===== config.mk =====
export PLATFORM = sky130hd
export DESIGN_NAME = rd_lane_monitor
export DESIGN_NICKNAME = d
export VERILOG_FILES = /design/src/rtl/ieee1149_10_pkg.sv /design/src/rtl/rd_lane_chk.sv /design/src/rtl/rd_lane_monitor.sv
export SDC_FILE = /design/constraint.sdc
export NUM_CORES = 1
export LEC_CHECK = 0
export CAP_MARGIN = 20
export CORE_ASPECT_RATIO = 1.5
export CORE_UTILIZATION = 25
export CTS_BUF_LIST = sky130_fd_sc_hd__clkbuf_4 sky130_fd_sc_hd__clkbuf_8
export DETAILED_ROUTE_END_ITERATION = 7
export DONT_BUFFER_PORTS = 1
export PLACE_DENSITY = 0.41
export SYNTH_ARGS = -nofsm -noshare
export SYNTH_HDL_FRONTEND = slang
export SYNTH_SLANG_ARGS = --single-unit

===== constraint.sdc =====
create_clock -name clk -period 16 [get_ports clk]
set_input_delay 0 -clock clk [delete_from_list [all_inputs] [get_ports clk]]
set_output_delay 0 -clock clk [all_outputs]
set_load 0.01 [all_outputs]

===== src/rtl/ieee1149_10_pkg.sv =====
// Shared constants and types for the IEEE1149.10 8b/10b lane monitors.
package ieee1149_10_pkg;

    localparam int unsigned SYM_W    = 10;
    localparam logic        RD_MINUS = 1'b1;
    localparam logic        RD_PLUS  = 1'b0;

    typedef enum logic {
        HUNT  = 1'b0,
        TRACK = 1'b1
    } lane_state_e;

endpackage


===== src/rtl/rd_lane_chk.sv =====
// Single-lane 8b/10b checker: weight, running disparity, run length and
// a saturating error counter with a sticky flag.
module rd_lane_chk
    import ieee1149_10_pkg::*;
#(
    parameter int unsigned CNT_W         = 8,
    parameter int unsigned MAX_RUN       = 5,
    parameter bit          INIT_RD_KNOWN = 1'b1
) (
    input  logic             clk,
    input  logic             rst_n,
    input  logic             sym_valid,
    input  logic [SYM_W-1:0] sym_in,
    input  logic             clr_err,
    output logic             rd_out,
    output logic             locked,
    output logic             disp_err,
    output logic             code_err,
    output logic [CNT_W-1:0] err_cnt,
    output logic             err_sticky
);

    localparam int unsigned RUN_W = $clog2(MAX_RUN + 1) + 1;
    localparam lane_state_e RST_STATE = INIT_RD_KNOWN ? TRACK : HUNT;

    function automatic logic [3:0] popcount(input logic [SYM_W-1:0] s);
        logic [3:0] n;
        n = '0;
        for (int unsigned i = 0; i < SYM_W; i++) begin
            n = n + {3'b000, s[i]};
        end
        return n;
    endfunction

    lane_state_e      state_q, state_d;
    logic             rd_q, rd_d;
    logic             disp_d, code_d;
    logic             disp_q, code_q;
    logic             last_q, last_d;
    logic [RUN_W-1:0] run_q, run_d;
    logic             run_viol;
    logic [3:0]       ones;
    logic             wt_ok;
    logic             sym_err;
    logic [CNT_W-1:0] cnt_q;
    logic             sticky_q;

    assign ones    = popcount(sym_in);
    assign wt_ok   = (ones >= 4'd4) && (ones <= 4'd6);
    assign sym_err = disp_d | code_d;

    // Walk the symbol bit 0 first, extending the run carried from the previous symbol.
    always_comb begin
        run_d    = run_q;
        last_d   = last_q;
        run_viol = 1'b0;
        for (int unsigned i = 0; i < SYM_W; i++) begin
            if (sym_in[i] == last_d) begin
                if (run_d != '1) begin
                    run_d = run_d + RUN_W'(1);
                end
            end else begin
                run_d = RUN_W'(1);
            end
            last_d = sym_in[i];
            if (run_d > RUN_W'(MAX_RUN)) begin
                run_viol = 1'b1;
            end
        end
    end

    // Next state, next RD and error pulses for the symbol on the input.
    always_comb begin
        state_d = state_q;
        rd_d    = rd_q;
        disp_d  = 1'b0;
        code_d  = 1'b0;
        if (sym_valid) begin
            if (!wt_ok) begin
                code_d = 1'b1;
            end else begin
                unique case (state_q)
                    HUNT: begin
                        if (ones == 4'd6) begin
                            state_d = TRACK;
                            rd_d    = RD_PLUS;
                        end else if (ones == 4'd4) begin
                            state_d = TRACK;
                            rd_d    = RD_MINUS;
                        end
                    end
                    TRACK: begin
                        if (ones == 4'd6) begin
                            disp_d = (rd_q == RD_PLUS);
                            rd_d   = RD_PLUS;
                        end else if (ones == 4'd4) begin
                            disp_d = (rd_q == RD_MINUS);
                            rd_d   = RD_MINUS;
                        end
                    end
                    default: state_d = state_q;
                endcase
            end
            if (run_viol) begin
                code_d = 1'b1;
            end
        end
    end

    // Lane state, RD and registered error pulses.
    always_ff @(posedge clk or negedge rst_n) begin
        if (!rst_n) begin
            state_q <= RST_STATE;
            rd_q    <= RD_MINUS;
            disp_q  <= 1'b0;
            code_q  <= 1'b0;
        end else begin
            state_q <= state_d;
            rd_q    <= rd_d;
            disp_q  <= disp_d;
            code_q  <= code_d;
        end
    end

    // Run tracker only advances on accepted symbols.
    always_ff @(posedge clk or negedge rst_n) begin
        if (!rst_n) begin
            last_q <= 1'b0;
            run_q  <= '0;
        end else if (sym_valid) begin
            last_q <= last_d;
            run_q  <= run_d;
        end
    end

    // Saturating error counter and sticky flag; a clear still counts a concurrent error.
    always_ff @(posedge clk or negedge rst_n) begin
        if (!rst_n) begin
            cnt_q    <= '0;
            sticky_q <= 1'b0;
        end else if (clr_err) begin
            cnt_q    <= sym_err ? CNT_W'(1) : '0;
            sticky_q <= sym_err;
        end else if (sym_err) begin
            if (cnt_q != '1) begin
                cnt_q <= cnt_q + CNT_W'(1);
            end
            sticky_q <= 1'b1;
        end
    end

    assign rd_out     = rd_q;
    assign locked     = (state_q == TRACK);
    assign disp_err   = disp_q;
    assign code_err   = code_q;
    assign err_cnt    = cnt_q;
    assign err_sticky = sticky_q;

endmodule


===== src/rtl/rd_lane_monitor.sv =====
// Multi-lane 8b/10b running-disparity and code-violation monitor.
module rd_lane_monitor
    import ieee1149_10_pkg::*;
#(
    parameter int unsigned NUM_LANES     = 1,
    parameter int unsigned CNT_W         = 8,
    parameter int unsigned MAX_RUN       = 5,
    parameter bit          INIT_RD_KNOWN = 1'b1
) (
    input  logic                       clk,
    input  logic                       rst_n,
    input  logic [NUM_LANES-1:0]       sym_valid,
    input  logic [NUM_LANES*SYM_W-1:0] sym_in,
    input  logic                       clr_err,
    output logic [NUM_LANES-1:0]       rd_out,
    output logic [NUM_LANES-1:0]       locked,
    output logic [NUM_LANES-1:0]       disp_err,
    output logic [NUM_LANES-1:0]       code_err,
    output logic [NUM_LANES*CNT_W-1:0] err_cnt,
    output logic [NUM_LANES-1:0]       err_sticky
);

    for (genvar i = 0; i < NUM_LANES; i++) begin : g_lane
        rd_lane_chk #(
            .CNT_W         (CNT_W),
            .MAX_RUN       (MAX_RUN),
            .INIT_RD_KNOWN (INIT_RD_KNOWN)
        ) u_chk (
            .clk        (clk),
            .rst_n      (rst_n),
            .sym_valid  (sym_valid[i]),
            .sym_in     (sym_in[SYM_W*i +: SYM_W]),
            .clr_err    (clr_err),
            .rd_out     (rd_out[i]),
            .locked     (locked[i]),
            .disp_err   (disp_err[i]),
            .code_err   (code_err[i]),
            .err_cnt    (err_cnt[CNT_W*i +: CNT_W]),
            .err_sticky (err_sticky[i])
        );
    end

endmodule


# Word-level counts from Yosys, hierarchy flattened
# Index checks and enable logic that the tools add are counted.
[op_classes]
n_addsub = 20
magnitude_cmp = 12
n_eq_ne = 23
muxes = 49
bitwise_logic = 2
n_reduce_logical = 7
[op_table]
columns = ["op", "n"]
rows = [
  ["$mux 4", 20],
  ["$add 4x1->4 const B", 10],
  ["$gt 4x3->1 const B", 10],
  ["$ne 4x4->1 const B", 10],
  ["$add 4x1->4", 8],
  ["$mux 1", 26],
  ["$mux 8", 3],
  ["$eq 1x1->1", 10],
  ["$add 8x1->8 const B", 1],
  ["$eq 4x3->1 const B", 2],
  ["$ne 8x8->1 const B", 1],
  ["$reduce_bool 2->1", 3],
  ["$ge 4x3->1 const B", 1],
  ["$le 4x3->1 const B", 1],
  ["$reduce_and 2->1", 2],
  ["$reduce_and 3->1", 1],
  ["$add 1x1->2", 1],
  ["$logic_and 1x1->1", 1],
  ["$not 1->1", 1],
  ["$or 1x1->1", 1],
]
[totals]
register_bits = 18
in_bits = 14
output_inout_bits = 13
wordCells = 121

# Logic depth before layout (Yosys ltp)
# Gate-level depths: netlist (run 1).
[depth]
word_depth = 37
ltp_mapped = 60
depth_no_buf = 54

# Least setup slack after synthesis (run 1)
# No wires, ideal clock.
[synth_path]
path_kind = "reg2reg"
startpoint = "register g_lane[0].u_chk.run_q[0]"
endpoint = "register g_lane[0].u_chk.cnt_q[2]"
setup_time_ps = 133
t_arrival_ps = 11774
required_ps = 15867
setup_slack_ps = 4093
path_stages_with_launch = 59
n_path_buf = 7
synth_period_minus_slack_ps = 11907
cell_sequence = "dfrtp_1 ha_1 buf_2 a21o_1 nand4_1 ha_1 clkbuf_1 nand4_1 nor3_2 nor2_1 nor2_1 ha_1 clkbuf_1 inv_1 a2111oi_4 o21ai_4 xnor2_1 or2_4 [23 not listed] o311ai_1 and2_1 ha_1 nand2_1 a211oi_1 o21ai_1 mux2_1 and2_1 inv_1 ha_1 or2_2 a211oi_1 o31a_1 a311oi_1 nand2_2 buf_4 a21oi_1 a211oi_2"
[synth_between]
elab_chain_len = 37
word_cells_on_any_way = 65
classes_between = "add/sub: 10; order compare: 10; eq/ne: 10; mux: 32; bitwise: 1; reduce/logical: 2"
[synth_lines]
columns = ["element", "line", "rtl"]
rows = [
  ["from (decl)", "rd_lane_chk.sv:40", "logic [RUN_W-1:0] run_q, run_d;"],
  ["from (signal assigned)", "rd_lane_chk.sv:132", "run_q <= run_d;"],
  ["$add 4x1->4 / $ne 4x4->1 (equally long branches)", "rd_lane_chk.sv:60, rd_lane_chk.sv:59", ""],
  ["$mux 4 (*)", "rd_lane_chk.sv:59", "if (run_d != '1) begin"],
  ["$mux 4 (*)", "rd_lane_chk.sv:58", "if (sym_in[i] == last_d) begin"],
  ["$add 4x1->4 / $ne 4x4->1 (equally long branches)", "rd_lane_chk.sv:60, rd_lane_chk.sv:59", ""],
  ["$mux 4", "rd_lane_chk.sv:59", ""],
  ["$mux 4", "rd_lane_chk.sv:58", ""],
  ["$add 4x1->4 / $ne 4x4->1 (equally long branches)", "rd_lane_chk.sv:60, rd_lane_chk.sv:59", ""],
  ["$mux 4", "rd_lane_chk.sv:59", ""],
  ["[21 not listed]", "-", ""],
  ["$mux 4", "rd_lane_chk.sv:58", ""],
  ["$gt 4x3->1", "rd_lane_chk.sv:66", "if (run_d > RUN_W'(MAX_RUN)) begin"],
  ["$mux 1 (*)", "rd_lane_chk.sv:66", ""],
  ["$mux 1 (*)", "rd_lane_chk.sv:104", "if (run_viol) begin"],
  ["$mux 1 (*)", "rd_lane_chk.sv:78", "if (sym_valid) begin"],
  ["$or 1x1->1 (*)", "rd_lane_chk.sv:50", "assign sym_err = disp_d | code_d;"],
  ["$reduce_bool 2->1 (no source line) (*)", "-", ""],
  ["$reduce_and 2->1 (no source line) (*)", "-", ""],
  ["to (signal assigned)", "rd_lane_chk.sv:142", "cnt_q <= sym_err ? CNT_W'(1) : '0;"],
  ["to (signal assigned)", "rd_lane_chk.sv:146", "cnt_q <= cnt_q + CNT_W'(1);"],
  ["to (decl)", "rd_lane_chk.sv:45", "logic [CNT_W-1:0] cnt_q;"],
]
# Every way passes the cells marked *; elsewhere a longest branch is shown, timed or not.
# A chain may end at the register's enable or synchronous reset.

# Worst setup path after layout (run 1)
# Same ends and word-level chain as after synthesis.

==> results of run 1 <==
## metrics by stage
stage,instance area (um^2),power (uW),utilization (%),hold slack (ns)
after floorplan,3600,278,-,-0.296
after global placement,3770,330,26.8,-0.295
after CTS,3880,376,27.6,0.00613
after detailed placement,3770,333,26.8,-0.295
after global routing,3880,411,27.6,0.0203
final,3880,373,27.6,-0.000366
## worst min-delay path: stages
cell and delay, ns:
a21oi_1 0.02, a21oi_1 0.10, a31o_1 0.10
## area by class of cell
class | count | area (um^2)
clock buffer | 4 | 55.1
timing repair buffer | 6 | 57.6
multi-input combinational | 362 | 2910
fill | 1586 | 10200
tap | 192 | 240
sequential | 18 | 453
inverter | 44 | 166
## layer usage
layer / vias up / GRT usage, % / share of wire [%]
met5: - / 0 / 0
met1: 1570 / 15.5 / 41
li1: 1650 / - / -
met2: 57 / 27.1 / 55
met4: 0 / 3.04 / 1.5
met3: 10 / 0.937 / 2.6
## Yosys cell counts (all sizes together), types with 3 or more instances
library cell and instances:
or4 3, a31oi 8, inv 43, o221ai 3, o211a 4, a21o 5
a211oi 11, a41oi 3, xor2 9, o21a 4, a21boi 4, o21ai 12
o22ai 3, buf 8, or2 7, clkbuf 9, nor4 7, nand2 29
mux2i 13, a31o 6, nand3 14, ha 34, nor2 25, dfrtp 16
nand3b 3, fa 6, o311ai 6, a21oi 24, xnor2 15, a211o 4
nand4 10, nor3 17, and3 9, o211ai 10, and2 6, mux2 8
## how the worst min path moves through the flow
stage            start                          to  slack, ns  cells past startpoint
6_report       clr_err  g_lane[0].u_chk.err_cnt[0]    -0.0004                      3
5_1_grt        clr_err  g_lane[0].u_chk.err_cnt[0]       0.02                      3
4_1_cts        clr_err  g_lane[0].u_chk.err_cnt[0]      0.006                      3
3_5_place_dp     rst_n  g_lane[0].u_chk.err_cnt[6]      -0.30                      0
3_3_place_gp     rst_n  g_lane[0].u_chk.err_cnt[6]      -0.30                      0
2_1_floorplan    rst_n    g_lane[0].u_chk.code_err      -0.30                      0
## flip-flops by register name, indices dropped and copies added, names as in the netlist
signal / cells
g_lane.u_chk.rd_out: 1
g_lane.u_chk.err_sticky: 1
g_lane.u_chk.run_q: 4
g_lane.u_chk.disp_err: 1
g_lane.u_chk.locked: 1
g_lane.u_chk.last_q: 1
g_lane.u_chk.code_err: 1
g_lane.u_chk.err_cnt: 8
## cell families after synthesis
logic type      Yosys count  synth area share [%]
compound gates          135                  29.6
xor+xnor                 24                  6.36
fa+ha+maj                40                  15.2
buf+inv                  61                  6.67
flops                    18                  12.6
mux                      21                  6.64
simple gates            142                  23.0
## where the power goes
part | switching [uW] | total, uW | leakage, uW | internal, uW
registers | 16.3 | 72.0 | 0.000229 | 55.6
logic | 162 | 263 | 0.00126 | 101
clock network | 16.1 | 38.0 | 0.0000288 | 21.9
total | 194 | 373 | 0.00152 | 179
## timing repair
action | 4_1_cts | 5_1_grt
setup endpoints to repair | 0 | 0
endpoints found under the hold margin | 30 | 0
resized for setup | 0 | 0
hold buffers | 5 | 0
==> metrics.txt, run 1 <==
CTS buffer count=3; Synth top area share=11.8%; leading area contributor after synthesis=ha_1; number of enable flip-flop cells after synthesis=0; Worst IR Drop VDD=32.3 uV; Antenna Cells=0; core area=14,100 um^2; IO Pins=27; all-layer global routing usage=13.6%; Top FF cell, synth=dfrtp_1; RSZ-0062 raised after global routing=false; synthesized area=3600 um^2; final period utilization=87.7%; I/O Buffers=0; Syn Nets=495; pin count of the biggest net entering global routing=19; reg-to-reg startpoint=g_lane[0].u_chk.run_q[0]; Rel. slew slack=44.4%; Clock transition at path regs=0.07 ns; Placed Cells=617; GPL Wtd Cong=0.800; critical path startpoint category=flip-flop; min-delay worst type=input pin to flip-flop; Post-DRT Antenna Nets=0; first-pass GRT wire length=16.4 mm; setup total negative slack=0 ns; Cells after Synth=441; Starting Density=25.6%; most frequent CP cell=ha_1; commonest non-fill, non-tap cells in the layout=inv_1, ha_1, nand2_1; failing checks=hold timing; CP Depth=51; Critical Path End=g_lane[0].u_chk.err_cnt[2]; Worst Max-Slew Pin Slew=0.832 ns; Root Buffer=clkbuf_8; f_max=0.0713 GHz; maximum clock insertion buffer count=2; synthesis-to-layout area growth=7.75%; min Tclk post-route=14.03 ns; H-tree depth=1; CP bufs+invs=2; nets@finish=489; die width=100 um; Overflow after GRT=0; Ys Warns=0; fraction of final layout cells sized beyond drive strength 1=12.0%; Pleak=0.00152 uW; drt initial violations=116; pwr dens=96.0 nW/um^2; CP Data Arrival Time=14.21 ns; commonest non-fill, non-tap cell in the layout=inv_1; Worst R2R Setup Slack=1.97 ns; sequential fraction of the synthesis area=12.6%; Register-to-Register Path Depth=51; Post-CTS Repair Setup Buffers=0; Setup Crit Path Kind=flip-flop to flip-flop; Setup crit end kind=flip-flop; pre-CTS WS=2.02 ns; Synth cell types=90; routed len/inst=15.9 um; Syn Area/Cell=8.16 um^2; vias per cell=5.25; outcome=complete, but fails checks; final clock skew=0.00188 ns; Req. time, crit path=16.18 ns; DIE AREA=14,900 um^2; final non-filler cell total=626; 1st-pass router iterations=4; clock latency on the worst-skew pair=0.25 ns; CTS sink count=18; vias=3,287; CP max stage cell=o311ai_1; Hold Slack=-0.000366 ns; die height=149 um; Final WS setup=1.97 ns; MaxCap Viol Count=0; max-slew violations=0; Hold Vio Cnt, Final=1; R2R Path End=g_lane[0].u_chk.err_cnt[2]; initial antenna violation count=0; Final HPWL DP=8.12 mm; CTS tree=done; site row count=53; synth top area cells=ha_1, dfrtp_1, inv_1; final setup fails=0; critical path launch point=g_lane[0].u_chk.run_q[0]; asr flop ratio synth=100%; worst-path maximum fanout=16; number of synthesized register bits=18; Top delay family on crit path=compound AO/OA/AOI/OAI gates; vias in the first global route=3,269; drt total wl=9.97 mm; Post-route DRC=0; max incr delay on CP=0.60 ns
No activity file was read; power rests on OpenSTA's default activity.
==> run 2: changes to the inputs <==
Clock period 16 ns to 15.44 ns, I/O delays scaled along.
==> metrics.txt, run 2 (synthesis gave the netlist of run 1 again) <==
min Tclk post-route=13.92 ns; Starting Density=25.6%; routed len/inst=16.1 um; 1st-pass router iterations=4; CP Data Arrival Time=14.10 ns; R2R Path End=g_lane[0].u_chk.err_cnt[2]; Hold Slack=0.0130 ns; Post-route DRC=0; most frequent CP cell=ha_1; Post-CTS Repair Setup Buffers=0; hold path depth=3; fraction of final layout cells sized beyond drive strength 1=12.0%; Rel. slew slack=43.6%; min-delay worst type=input pin to flip-flop; core area=14,100 um^2; pwr dens=99.5 nW/um^2; H-tree depth=1; CTS sink count=18; synthesis-to-layout area growth=7.47%; MaxCap Viol Count=0; CP Depth=51; die width=100 um; final period utilization=90.2%; DIE AREA=14,900 um^2; clock latency on the worst-skew pair=0.25 ns; site row count=53; post-cts gate resize count=0; Clock transition at path regs=0.07 ns; CP max stage cell=o311ai_1; I/O Buffers=0; f_max=0.0718 GHz; vias per cell=5.38; maximum clock insertion buffer count=2; first-pass GRT wire length=16.8 mm; Filler cells=1,575; drt initial violations=112; final clock skew=0.00159 ns; initial antenna violation count=0; max incr delay on CP=0.59 ns; die height=149 um; reg-to-reg startpoint=g_lane[0].u_chk.run_q[0]; commonest non-fill, non-tap cells in the layout=inv_1, ha_1, nand2_1; IO Pins=27; Worst Max-Slew Pin Slew=0.843 ns; pin count of the biggest net entering global routing=19; setup total negative slack=0 ns; max-slew violations=0; all-layer global routing usage=13.8%; Register-to-Register Path Depth=51; worst-path maximum fanout=16; vias=3,362; RSZ-0062 raised after global routing=false; vias in the first global route=3,403; FF+latch area=453 um^2; critical path startpoint category=flip-flop; Setup Crit Path Kind=flip-flop to flip-flop; Multi-input gate area=2910 um^2; Setup crit end kind=flip-flop; hold_sp=sym_in[8]; commonest non-fill, non-tap cell in the layout=inv_1; Req. time, crit path=15.61 ns; drt total wl=10.1 mm; CTS buffer count=3; Worst IR Drop VDD=29.2 uV; Root Buffer=clkbuf_8; Post-DRT Antenna Nets=0; Final HPWL DP=8.22 mm; CP bufs+invs=2; Worst R2R Setup Slack=1.52 ns; Pleak=0.00152 uW; final setup fails=0; max reg flops=8; Overflow after GRT=0; CTS tree=done; Hold Vio Cnt, Final=0; Top delay family on crit path=simple AND/OR/NAND/NOR gates; Antenna Cells=0; Min-Delay Endpoint=g_lane[0].u_chk.run_q[1]; outcome=finished clean; GPL Wtd Cong=0.801; post-cts hold buffer count=4; nets@finish=488
-- run 2: changes by cell type in the layout (fill, tap and decap cells not counted) --
cell / previous run / this run
dlygate4sd3_1: 5 / 4
-- run 2: cell type report --
class,instances,area share [%]
clock buffer,4,1.42
sequential,18,11.7
timing repair buffer,5,1.23
inverter,44,4.30
tap,192,6.21
multi-input combinational,362,75.1
-- run 2: worst max-delay path by stage --
stage	start	to	slack, ns
3_5_place_dp	g_lane[0].u_chk.run_q[0]	g_lane[0].u_chk.err_cnt[2]	1.61
5_1_grt	g_lane[0].u_chk.run_q[0]	g_lane[0].u_chk.err_cnt[2]	0.12
4_1_cts	g_lane[0].u_chk.run_q[0]	g_lane[0].u_chk.err_cnt[2]	1.55
2_1_floorplan	g_lane[0].u_chk.run_q[0]	g_lane[0].u_chk.err_cnt[2]	3.53
3_3_place_gp	g_lane[0].u_chk.run_q[0]	g_lane[0].u_chk.err_cnt[2]	1.90
6_report	g_lane[0].u_chk.run_q[0]	g_lane[0].u_chk.err_cnt[2]	1.52
-- run 2: layer usage --
metal / up-vias / part of all wire (%) / GRT usage, %
met4: 0 / 2.9 / 5.14
li1: 1640 / - / -
met3: 16 / 2.5 / 1.22
met5: - / 0 / 0
met1: 1649 / 40 / 15.2
met2: 57 / 55 / 27.0
-- run 2: worst reg2reg max path, delay by kind of cell, from the launching register on --
family	cells	cell delay, ns
AOI/OAI and AO/OA	14	4.11
xor gates and xnor gates	1	0.52
adders and majority gates	10	3.17
buffers and inverters	2	0.23
DFF	1	0.54
muxes	2	0.81
and+or+nand+nor	22	4.48
-- run 2: metrics by stage --
step | utilization, % | cell area, um^2 | setup WS (ns) | power, uW | std cells
after floorplan | - | 3600 | 3.53 | 288 | 441
after global placement | 26.8 | 3770 | 1.90 | 344 | 617
after detailed placement | 26.8 | 3770 | 1.61 | 346 | 617
after CTS | 27.5 | 3870 | 1.55 | 389 | 625
after global routing | 27.5 | 3870 | 0.118 | 425 | 625
final | 27.5 | 3870 | 1.52 | 385 | 625
-- run 2: power breakdown --
part / internal (uW) / leakage, uW / switching [uW]
sequential: 57.7 / 0.000229 / 16.8
clock: 22.6 / 0.0000288 / 15.6
combinational: 104 / 0.00126 / 168
total: 185 / 0.00152 / 200
==> run 3: changes to the inputs <==
Settings changed: CTS_CLUSTER_DIAMETER set to 40, PLACE_DENSITY 0.41 to unset.
==> metrics.txt, run 3 (synthesis gave the netlist of run 1 again) <==
max incr delay on CP=0.62 ns; vias in the first global route=3,190; commonest non-fill, non-tap cell in the layout=inv_1; die width=100 um; Starting Density=25.6%; max reg flops=8; pin count of the biggest net entering global routing=19; critical path launch point=g_lane[0].u_chk.run_q[0]; Setup crit end kind=flip-flop; Worst IR Drop VDD=30.1 uV; Rel. slew slack=47.1%; CTS tree=done; Filler cells=1,559; vias=3,339; die height=149 um; reg-to-reg startpoint=g_lane[0].u_chk.run_q[0]; clock latency on the worst-skew pair=0.25 ns; RSZ-0062 raised after global routing=false; Req. time, crit path=15.60 ns; final setup fails=0; all-layer global routing usage=12.3%; final clock skew=0.00166 ns; Root Buffer=clkbuf_8; Post-route DRC=0; Pleak=0.00152 uW; Hold Vio Cnt, Final=0; GPL Wtd Cong=0.876; final period utilization=88.6%; CP max stage cell=o311ai_1; CTS sink count=18; fraction of final layout cells sized beyond drive strength 1=12.0%; setup total negative slack=0 ns; f_max=0.0731 GHz; drt initial violations=157; routed len/inst=14.8 um; min-delay worst type=input pin to flip-flop; H-tree depth=1; pwr dens=99.0 nW/um^2; critical path startpoint category=flip-flop; Setup Crit Path Kind=flip-flop to flip-flop; most frequent CP cell=ha_1; initial antenna violation count=0; Final HPWL DP=7.47 mm; Multi-input gate area=2910 um^2; max-slew violations=0; Tot Pwr=383 uW; first-pass GRT wire length=15.3 mm; FF+latch area=453 um^2; Clock transition at path regs=0.07 ns; min Tclk post-route=13.67 ns; DIE AREA=14,900 um^2; hold_sp=clr_err; Overflow after GRT=0; nets@finish=488; Post-DRT Antenna Nets=0; core area=14,100 um^2; vias per cell=5.34; IO Pins=27; worst-path maximum fanout=16; post-cts gate resize count=0; 1st-pass router iterations=4; site row count=53; I/O Buffers=0; outcome=finished clean; MaxCap Viol Count=0; Antenna Cells=0; synthesis-to-layout area growth=7.47%; Worst Max-Slew Pin Slew=0.791 ns; CTS buffer count=3; CP Data Arrival Time=13.84 ns; commonest non-fill, non-tap cells in the layout=inv_1, ha_1, nand2_1; maximum clock insertion buffer count=2; drt total wl=9.27 mm
-- run 3: cell counts in the layout (fill, tap and decap cells not counted) --
Identical to the previous run, type by type.
-- run 3: per-layer routing --
layer	global-route usage (%)	share of wire, %	up-vias
li1	-	-	1646
met1	13.8	41	1620
met2	24.3	54	63
met3	1.03	3.1	10
met4	3.41	1.8	0
met5	0	0	-
-- run 3: power by group --
part           total [uW]  switching [uW]  internal [uW]
Combinational         270             165            105
Sequential           75.3            17.6           57.7
Clock                37.8            15.2           22.6
-- run 3: repair_timing --
action,4_1_cts,5_1_grt
hold endpoints to repair,29,0
hold buffers,4,0
buffers inserted,0,0
-- run 3: per-stage QoR --
step / util [%] / setup slack [ns] / cells / area (um^2) / hold WS, ns
5_1_grt: 27.5 / 0.463 / 625 / 3870 / 0.00405
2_1_floorplan: - / 3.53 / 441 / 3600 / -0.296
4_1_cts: 27.5 / 1.80 / 624 / 3860 / 0.00330
3_5_place_dp: 26.8 / 1.87 / 616 / 3770 / -0.295
3_3_place_gp: 26.8 / 2.27 / 616 / 3770 / -0.295
6_report: 27.5 / 1.77 / 625 / 3870 / 0.00514
-- run 3: layout make-up --
cell class	count	area share, %
inverter	44	4.30
clock buffer	4	1.42
multi-input combinational	362	75.1
timing repair buffer	5	1.23
tap	192	6.21
sequential	18	11.7
-- run 3: final timing paths --
kind	cells past startpoint	slack, ns	to
max in group asynchronous	1	14.67	g_lane[0].u_chk.err_cnt[3]
hold reg to reg	1	0.58	g_lane[0].u_chk.run_q[1]
hold / removal	2	0.005	g_lane[0].u_chk.err_sticky
min in group asynchronous	1	0.28	g_lane[0].u_chk.disp_err
setup reg to reg	51	1.77	g_lane[0].u_chk.err_cnt[2]
setup / recovery	51	1.77	g_lane[0].u_chk.err_cnt[2]
-- run 3: worst max-delay path: cells and delay by family (launching register included) --
family / cells / cell delay (ns)
XOR/XNOR: 1 / 0.43
AO/OA/AOI/OAI: 14 / 4.08
AND/OR/NAND/NOR: 22 / 4.37
adder cells (fa/ha/maj): 10 / 3.10
buffers and inverters: 2 / 0.21
multiplexers: 2 / 0.80
flip-flops: 1 / 0.54
